<file path="src/rtl/dir_cmd_queue.sv">
// Turn-command queue: arbitrates key/IR direction requests, filters null turns
// and reversals, and buffers them in a FIFO that game_logic pops one per move tick.
// Ports: sys_clk/sys_rst_n; kf_up/down/left/right; ir_data_en/ir_data;
//   game_tick/game_run/game_init in; cur_dir, dir_changed, q_count, q_full, drop_cnt out.
// Optional IR decode: define DIR_CMD_IR_EN (otherwise ir_data/ir_data_en are ignored).
module dir_cmd_queue #(
  parameter int          DEPTH    = 4,
  parameter logic [1:0]  INIT_DIR = 2'd3,
  parameter logic [7:0]  IR_UP    = 8'h18,
  parameter logic [7:0]  IR_DOWN  = 8'h52,
  parameter logic [7:0]  IR_LEFT  = 8'h08,
  parameter logic [7:0]  IR_RIGHT = 8'h5A,
  localparam int         PW       = $clog2(DEPTH),
  localparam int         CW       = PW + 1
) (
  input  logic          sys_clk,
  input  logic          sys_rst_n,
  input  logic          kf_up,
  input  logic          kf_down,
  input  logic          kf_left,
  input  logic          kf_right,
  input  logic          ir_data_en,
  input  logic [7:0]    ir_data,
  input  logic          game_tick,
  input  logic          game_run,
  input  logic          game_init,
  output logic [1:0]    cur_dir,
  output logic          dir_changed,
  output logic [CW-1:0] q_count,
  output logic          q_full,
  output logic [7:0]    drop_cnt
);

  logic [1:0]    mem [DEPTH];
  logic [PW-1:0] rd_ptr;
  logic [PW-1:0] wr_ptr;

  logic          ir_req;
  logic [1:0]    ir_dir;
  logic [4:0]    req_vec;
  logic          has_req;
  logic          multi;
  logic [1:0]    cmd;
  logic [1:0]    ref_dir;
  logic          pass;
  logic          pop;
  logic          push;
  logic          ovf;
  logic [CW-1:0] cnt_nxt;
  logic [8:0]    drop_sum;
  logic [7:0]    drop_nxt;

`ifdef DIR_CMD_IR_EN
  always_comb begin
    ir_req = ir_data_en;
    ir_dir = 2'd0;
    if (ir_data == IR_UP)         ir_dir = 2'd0;
    else if (ir_data == IR_DOWN)  ir_dir = 2'd1;
    else if (ir_data == IR_LEFT)  ir_dir = 2'd2;
    else if (ir_data == IR_RIGHT) ir_dir = 2'd3;
    else                          ir_req = 1'b0;
  end
`else
  logic ir_unused;
  assign ir_unused = ^{ir_data, ir_data_en};
  assign ir_req    = 1'b0;
  assign ir_dir    = 2'd0;
`endif

  assign req_vec = {kf_up, kf_down, kf_left, kf_right, ir_req};
  assign has_req = |req_vec;
  assign multi   = $countones(req_vec) > 1;

  // Fixed priority: up > down > left > right > IR
  always_comb begin
    cmd = ir_dir;
    if (kf_up)         cmd = 2'd0;
    else if (kf_down)  cmd = 2'd1;
    else if (kf_left)  cmd = 2'd2;
    else if (kf_right) cmd = 2'd3;
  end

  // Compare against the newest queued turn so chained turns are judged
  // relative to where the snake will be heading, not where it is now.
  assign ref_dir = (q_count != '0) ? mem[wr_ptr - 1'b1] : cur_dir;
  assign pass    = has_req && (cmd != ref_dir) && (cmd != (ref_dir ^ 2'b01));

  assign pop  = game_tick && game_run && (q_count != '0);
  assign push = game_run && pass && (!q_full || pop);
  assign ovf  = game_run && pass && q_full && !pop;

  assign cnt_nxt  = q_count + CW'(push) - CW'(pop);
  assign drop_sum = {1'b0, drop_cnt} + 9'(multi) + 9'(ovf);
  assign drop_nxt = drop_sum[8] ? 8'hFF : drop_sum[7:0];

  always_ff @(posedge sys_clk) begin
    if (push && !game_init) mem[wr_ptr] <= cmd;
  end

  always_ff @(posedge sys_clk or negedge sys_rst_n) begin
    if (!sys_rst_n) begin
      cur_dir     <= INIT_DIR;
      dir_changed <= 1'b0;
      q_count     <= '0;
      q_full      <= 1'b0;
      drop_cnt    <= 8'd0;
      rd_ptr      <= '0;
      wr_ptr      <= '0;
    end else if (game_init) begin
      cur_dir     <= INIT_DIR;
      dir_changed <= 1'b0;
      q_count     <= '0;
      q_full      <= 1'b0;
      drop_cnt    <= 8'd0;
      rd_ptr      <= '0;
      wr_ptr      <= '0;
    end else begin
      dir_changed <= pop;
      q_count     <= cnt_nxt;
      q_full      <= (cnt_nxt == CW'(DEPTH));
      drop_cnt    <= drop_nxt;
      if (pop) begin
        cur_dir <= mem[rd_ptr];
        rd_ptr  <= rd_ptr + 1'b1;
      end
      if (push) wr_ptr <= wr_ptr + 1'b1;
    end
  end

endmodule
</file>
<file path="config.mk">
export PLATFORM = sky130hd
export DESIGN_NAME = dir_cmd_queue
export DESIGN_NICKNAME = d
export VERILOG_FILES = /design/src/rtl/dir_cmd_queue.sv
export SDC_FILE = /design/constraint.sdc
export NUM_CORES = 1
export LEC_CHECK = 0
export BUFFER_PORTS_ARGS = -buffer_cell sky130_fd_sc_hd__buf_2
export CELL_PAD_IN_SITES_DETAIL_PLACEMENT = 0
export CELL_PAD_IN_SITES_GLOBAL_PLACEMENT = 2
export CORE_ASPECT_RATIO = 1.25
export CORE_MARGIN = 3
export CORE_UTILIZATION = 34
export CTS_CLUSTER_DIAMETER = 80
export DETAILED_ROUTE_END_ITERATION = 10
export GPL_TIMING_DRIVEN = 0
export PLACE_DENSITY_LB_ADDON = 0.1
export SLEW_MARGIN = 40
export SYNTH_ARGS = -nofsm -noshare
export SYNTH_HDL_FRONTEND = slang
export SYNTH_SLANG_ARGS = --single-unit
</file>
<file path="constraint.sdc">
create_clock -name sys_clk -period 3.6 [get_ports sys_clk]
set_clock_uncertainty 0.15 [all_clocks]
set_input_delay 0.18 -clock sys_clk [delete_from_list [all_inputs] [get_ports sys_clk]]
set_output_delay 0.18 -clock sys_clk [all_outputs]
set_load 0.005 [all_outputs]
</file>
Yosys cells after proc, flatten, opt, wreduce, memory -nomap -nowiden:

Memories as Yosys holds them, arrays and structs flattened.
Index checks and enable logic that the tools add are counted.
Widths: inputs -> output; s select.

* register bits: 19
* bits in writable memories: 8
* input bits: 18
* output and inout bits: 15
* memories kept: 1

Memories
* mem: depth 4, width 2, rd ports 2, clocked after memory_dff 0, write ports 1, RTL line 34 `logic [1:0] mem [DEPTH];`

* $add $sub $neg: 10
* magnitude comparators: 1
* equality and inequality tests: 3
* muxes and demuxes: 18
* bitwise operators: 1
* reductions and logical operators: 17

Operators with widths (number)
* $mux 2: 11
* $mux 8: 2
* $add 8x1->9: 1
* $add 9x1->9: 1
* $logic_and 1x1->1: 9
* $add 2x1->2 const B: 2
* $add 3x1->4: 1
* $gt 4x1->1 const B: 1
* $mux 1: 4
* $ne 2x2->1: 2
* $reduce_bool 2->1: 2
* $reduce_or 4->1: 1
* $add 1x2->3: 1
* $add 3x1->3: 1
* $eq 3x3->1 const B: 1
* $logic_not 1->1: 3
* $mux 3: 1
* $reduce_bool 3->1: 1
* $sub 3x1->3: 1
* $add 1x1->2: 1
* $sub 2x1->2 const B: 1
* $logic_or 1x1->1: 1
* $not 1->1: 1

Longest topological paths before layout:

* word-level depth: 13
* mapped depth: 14

Least setup slack after synthesis:

Ideal clock, no wire load.

* kind: register -> register
* start point: register wr_ptr[0]
* end point: register q_full
* data arrival time: 2.864 ns
* setup slack: 0.481 ns
* cell stages (with the launch flop): 15
* period minus slack after synthesis: 3.119 ns
* cell sequence: dfrtp_1 inv_1 ha_1 mux4_2 mux2i_1 xnor2_1 and3_4 inv_1 ha_1 inv_1 ha_1 inv_1 fa_1 xnor2_1 nor4b_1

* word-level cells in the longest chain between the ends: 12

RTL lines
* start, declared: RTL line 36 `logic [PW-1:0] wr_ptr;`
* start signal, assigned: RTL line 126 `if (push) wr_ptr <= wr_ptr + 1'b1;`
* $sub 2x1->2 (*): RTL line 85 `assign ref_dir = (q_count != '0) ? mem[wr_ptr - 1'b1] : cur_dir;`
* $mem_v2 4x2 (*)
* $mux 2 (*): RTL line 85
* $ne 2x2->1 or $not 1->1 (tied branches)
* $logic_and 1x1->1 or $ne 2x2->1 (tied branches): RTL line 86 `assign pass = has_req && (cmd != ref_dir) && (cmd != (ref_dir ^ 2'b01));`
* $logic_and 1x1->1 (*): RTL line 86
* $logic_and 1x1->1 (*) (2 in a row): RTL line 89 `assign push = game_run && pass && (!q_full || pop);`
* $add 3x1->3 (*): RTL line 92 `assign cnt_nxt = q_count + CW'(push) - CW'(pop);`
* $sub 3x1->3 (*): RTL line 92
* $eq 3x3->1 (*): RTL line 120 `q_full <= (cnt_nxt == CW'(DEPTH));`
* $mux 1 (*): RTL line 109 `end else if (game_init) begin`
* end signal, assigned: RTL line 120
* end, declared: RTL line 30 `output logic q_full,`

Every way passes the cells marked *; elsewhere a longest branch is shown, timed or not.
A chain may end at the register's enable or synchronous reset.

Final worst setup path:

* start point: register wr_ptr[1]
* end point: register q_full

The elaborated chain is that of the path after synthesis.

==> flow_metrics.py <==
metrics = {
    "logic_synthesis": {
        "synthAdderAreaFrac_pct": 11.4,
        "syn-instance-count": 119,
        "yosysTopAreaCell": "dfrtp_1",
        "synth_fp_nets": 148,
        "synth_most_common_cell": "dfrtp_1",
        "synth_area_leaders": "dfrtp_1 30%, edfxtp_1 17%, ha_1 7.1%",
        "synth.distinct_cells": 31,
        "ys.flop_type": "dfrtp_1",
        "yosys.area_share.simple_pct": 16.4,
        "yosysSeqAreaShare_pct": 51.2,
        "syn-cell-area_mm2": 0.00140,
        "ys_ff_latch": 27,
        "synth-warning-count": 0,
        "synth_top_family_by_area": "simple AND/OR/NAND/NOR gates",
        "synth_edf_count": 8,
        "synth_common_cells": "17 x dfrtp_1, 11 x inv_1, 9 x nand2_1, 9 x nor2_1",
        "synth_top_area_share_pct": 30.4,
        "postSynth.asyncResetShare_pct": 70.4,
        "syn-mean-instance-area_um2": 11.8,
        "synth_compound_area_share_pct": 5.09,
        "muxShareOfSynthArea_pct": 7.32,
        "synth-xor-area-share_pct": 5.00,
    },
    "clock_tree": {
        "cts-buffers-inserted": 3,
        "cts_tree": "yes",
        "clk_pin_slew_worst_paths_ns": 0.09,
        "cts_max_level": 1,
        "clock_latency_ns": 0.27,
        "clockRootBuffer": "clkbuf_8",
        "cts_buffer_depth": 2,
        "clkSinkCount": 27,
    },
    "detailed_routing": {
        "vias": 967,
        "drtAntennaViolNets": 0,
        "viasPerCell": 4.74,
        "wl_um": 2810,
        "first_iter_violations": 62,
        "wl_per_cell_um": 13.8,
        "drc": 0,
        "drt_first_pass_iters": 3,
    },
    "floorplan": {
        "io_pins": 33,
        "row_count": 25,
        "dieArea_mm2": 0.00493,
        "dieWidth_um": 63.4,
        "die_y_um": 77.8,
        "core_mm2": 0.00388,
        "start_util_pct": 36.1,
    },
    "critical_path": {
        "cp_top_family": "adder cells",
        "cp_cell_sequence": "inv_1 > ha_1 > mux4_2 > mux2i_2 > xnor2_1 > and3_4 > inv_1 > ha_1 > inv_1 > ha_1 > inv_1 > fa_1 > xnor2_1 > nor4b_1",
        "path_max_fanout": 5,
        "slowest_delay_ns": 0.41,
        "crit_arrival_ns": 3.40,
        "cp_common_cell": "inv_1",
        "cp_num_buf_inv": 4,
        "path_class": "reg -> reg",
        "worstSetupEndpointType": "flop",
        "required_ns": 3.62,
        "rrSetupSlack_ns": 0.22,
        "cp_slowest_cell": "dfrtp_1",
        "start_kind": "flop",
    },
    "power": {
        "p_switching_uw": 292,
        "pwr-share-clk_pct": 18.8,
        "p_per_area_mw_per_mm2": 543,
        "ir_drop_mv": 0.169,
        "intPower_uw": 614,
        "seq_power_share_pct": 44.7,
        "p_leak_nw": 0.754,
        "swShare_pct": 32.3,
        "power_frac_comb_pct": 36.5,
    },
    "place": {
        "place_area_mm2": 0.00158,
        "routabilityCongestion": 0.796,
        "numPortBuffers": 23,
        "hpwl_um": 2150,
        "placedCellCount": 196,
    },
    "sta": {
        "max_slew_margin_pct": 60.8,
        "fin_crit_ns": 3.38,
        "rsz0062_at_grt": "no",
        "hold_viol_final": 0,
        "final_max_slew_viol_count": 0,
        "fin_tns_setup_ns": 0,
        "worst_pin_slew_ns": 0.584,
        "setup_viol": 0,
        "fmax_ghz": 0.296,
        "fin_crit_sh_pct": 94.0,
    },
    "final_layout": {
        "diodes": 0,
        "drive_gt1_share_pct": 26.0,
        "final_area_mm2": 0.00167,
        "syn2layout_area_growth_pct": 19.1,
        "nets": 180,
        "fin_cells": 204,
    },
    "grt": {
        "grt_max_degree": 20,
        "grtUsageTotal_pct": 12.6,
        "grt_pass1_vias": 1038,
        "overflow": 0,
        "antenna_found_initial": 0,
        "grt_pass1_wl_um": 4820,
    },
    "status": {
        "outcome": "completed",
    },
    "hold_path": {
        "hp-class": "in -> reg",
    },
    "run": {
        "maxCapViolations": 0,
    },
}
==> layer usage <==
metal  vias up  routed length [um]  global-route usage [%]
met5         -                   0                       0
met1       475                1150                    14.4
met4         0                  61                    4.54
li1        468                   -                       -
met3         6                  75                    1.88
met2        18                1520                    23.3
==> final timing paths <==
path | cells past startpoint | end | startpoint
min | 2 | mem[3][0] | kf_up
min reg2reg | 2 | cur_dir[0] | cur_dir[0]
max reg2reg | 14 | q_full | wr_ptr[1]
max in group asynchronous | 2 | cur_dir[1] | sys_rst_n
max | 14 | q_full | wr_ptr[1]
min in group asynchronous | 2 | dir_changed | sys_rst_n
==> worst register-to-register path: cells and delay by family (launching register included) <==
kind	cells	cell delay (ns)
flip-flops	1	0.41
AND/OR/NAND/NOR	2	0.50
adder cells (fa/ha/maj)	4	1.13
multiplexers	2	0.51
XOR/XNOR	2	0.32
buffers and inverters	4	0.29
==> area by class of cell <==
| class | instances | area [um2] |
|---|---|---|
| buffer | 2 | 7.51 |
| clock buffer | 4 | 45.0 |
| fill | 399 | 2210 |
| inverter | 11 | 41.3 |
| multi-input combinational | 79 | 638 |
| sequential | 27 | 719 |
| tap | 54 | 67.6 |
| timing repair buffer | 27 | 150 |
==> registers in the layout, summed over array words and instances, names as in the netlist <==
name and flops:
drop_cnt 8, mem 8, q_count 3, cur_dir 2
rd_ptr 2, wr_ptr 2, dir_changed 1, q_full 1
==> cell usage in the layout, fill, tap and decap left out, types with 5 or more instances in the layout <==
cell / instances
buf_2: 23
dfrtp_1: 16
inv_1: 11
nand2_1: 9
nor2_1: 9
ha_1: 8
edfxtp_1: 8
a21oi_1: 7
xnor2_1: 5
==> power by group through the flow <==
stage	logic, mW	registers (mW)	clock network [mW]
floorplan	0.215	0.410	0
global placement	0.303	0.414	0
detailed placement	0.307	0.416	0
CTS	0.312	0.410	0.177
global route	0.371	0.415	0.195
finish	0.331	0.405	0.171
==> metrics by stage <==
step / total power, mW / util (%) / hold WS [ns] / setup slack (ns)
after floorplan: 0.626 / - / -0.266 / 0.481
after global placement: 0.718 / 40.8 / -0.00460 / 0.124
after detailed placement: 0.723 / 40.8 / 0.0118 / 0.128
after CTS: 0.899 / 42.5 / 0.130 / 0.0698
after global routing: 0.980 / 43.0 / 0.149 / 0.00883
final: 0.906 / 43.0 / 0.139 / 0.217
==> logic make-up (layout without fill, tap and decap cells) <==
| family | after synthesis | after routing |
|---|---|---|
| fa+ha+maj | 11 | 11 |
| xor+xnor | 8 | 8 |
| simple gates | 42 | 42 |
| buf+inv | 13 | 44 |
| flops | 27 | 27 |
| mux | 6 | 6 |
| compound gates | 12 | 12 |
==> repair_timing <==
item / in CTS / in global routing
endpoints found under the hold margin: 18 / 0
hold buffers: 2 / 0
setup endpoints to repair: 0 / 1
setup buffers: 0 / 2
gates resized for setup: 0 / 2
No activity file was read; power rests on OpenSTA's default activity.
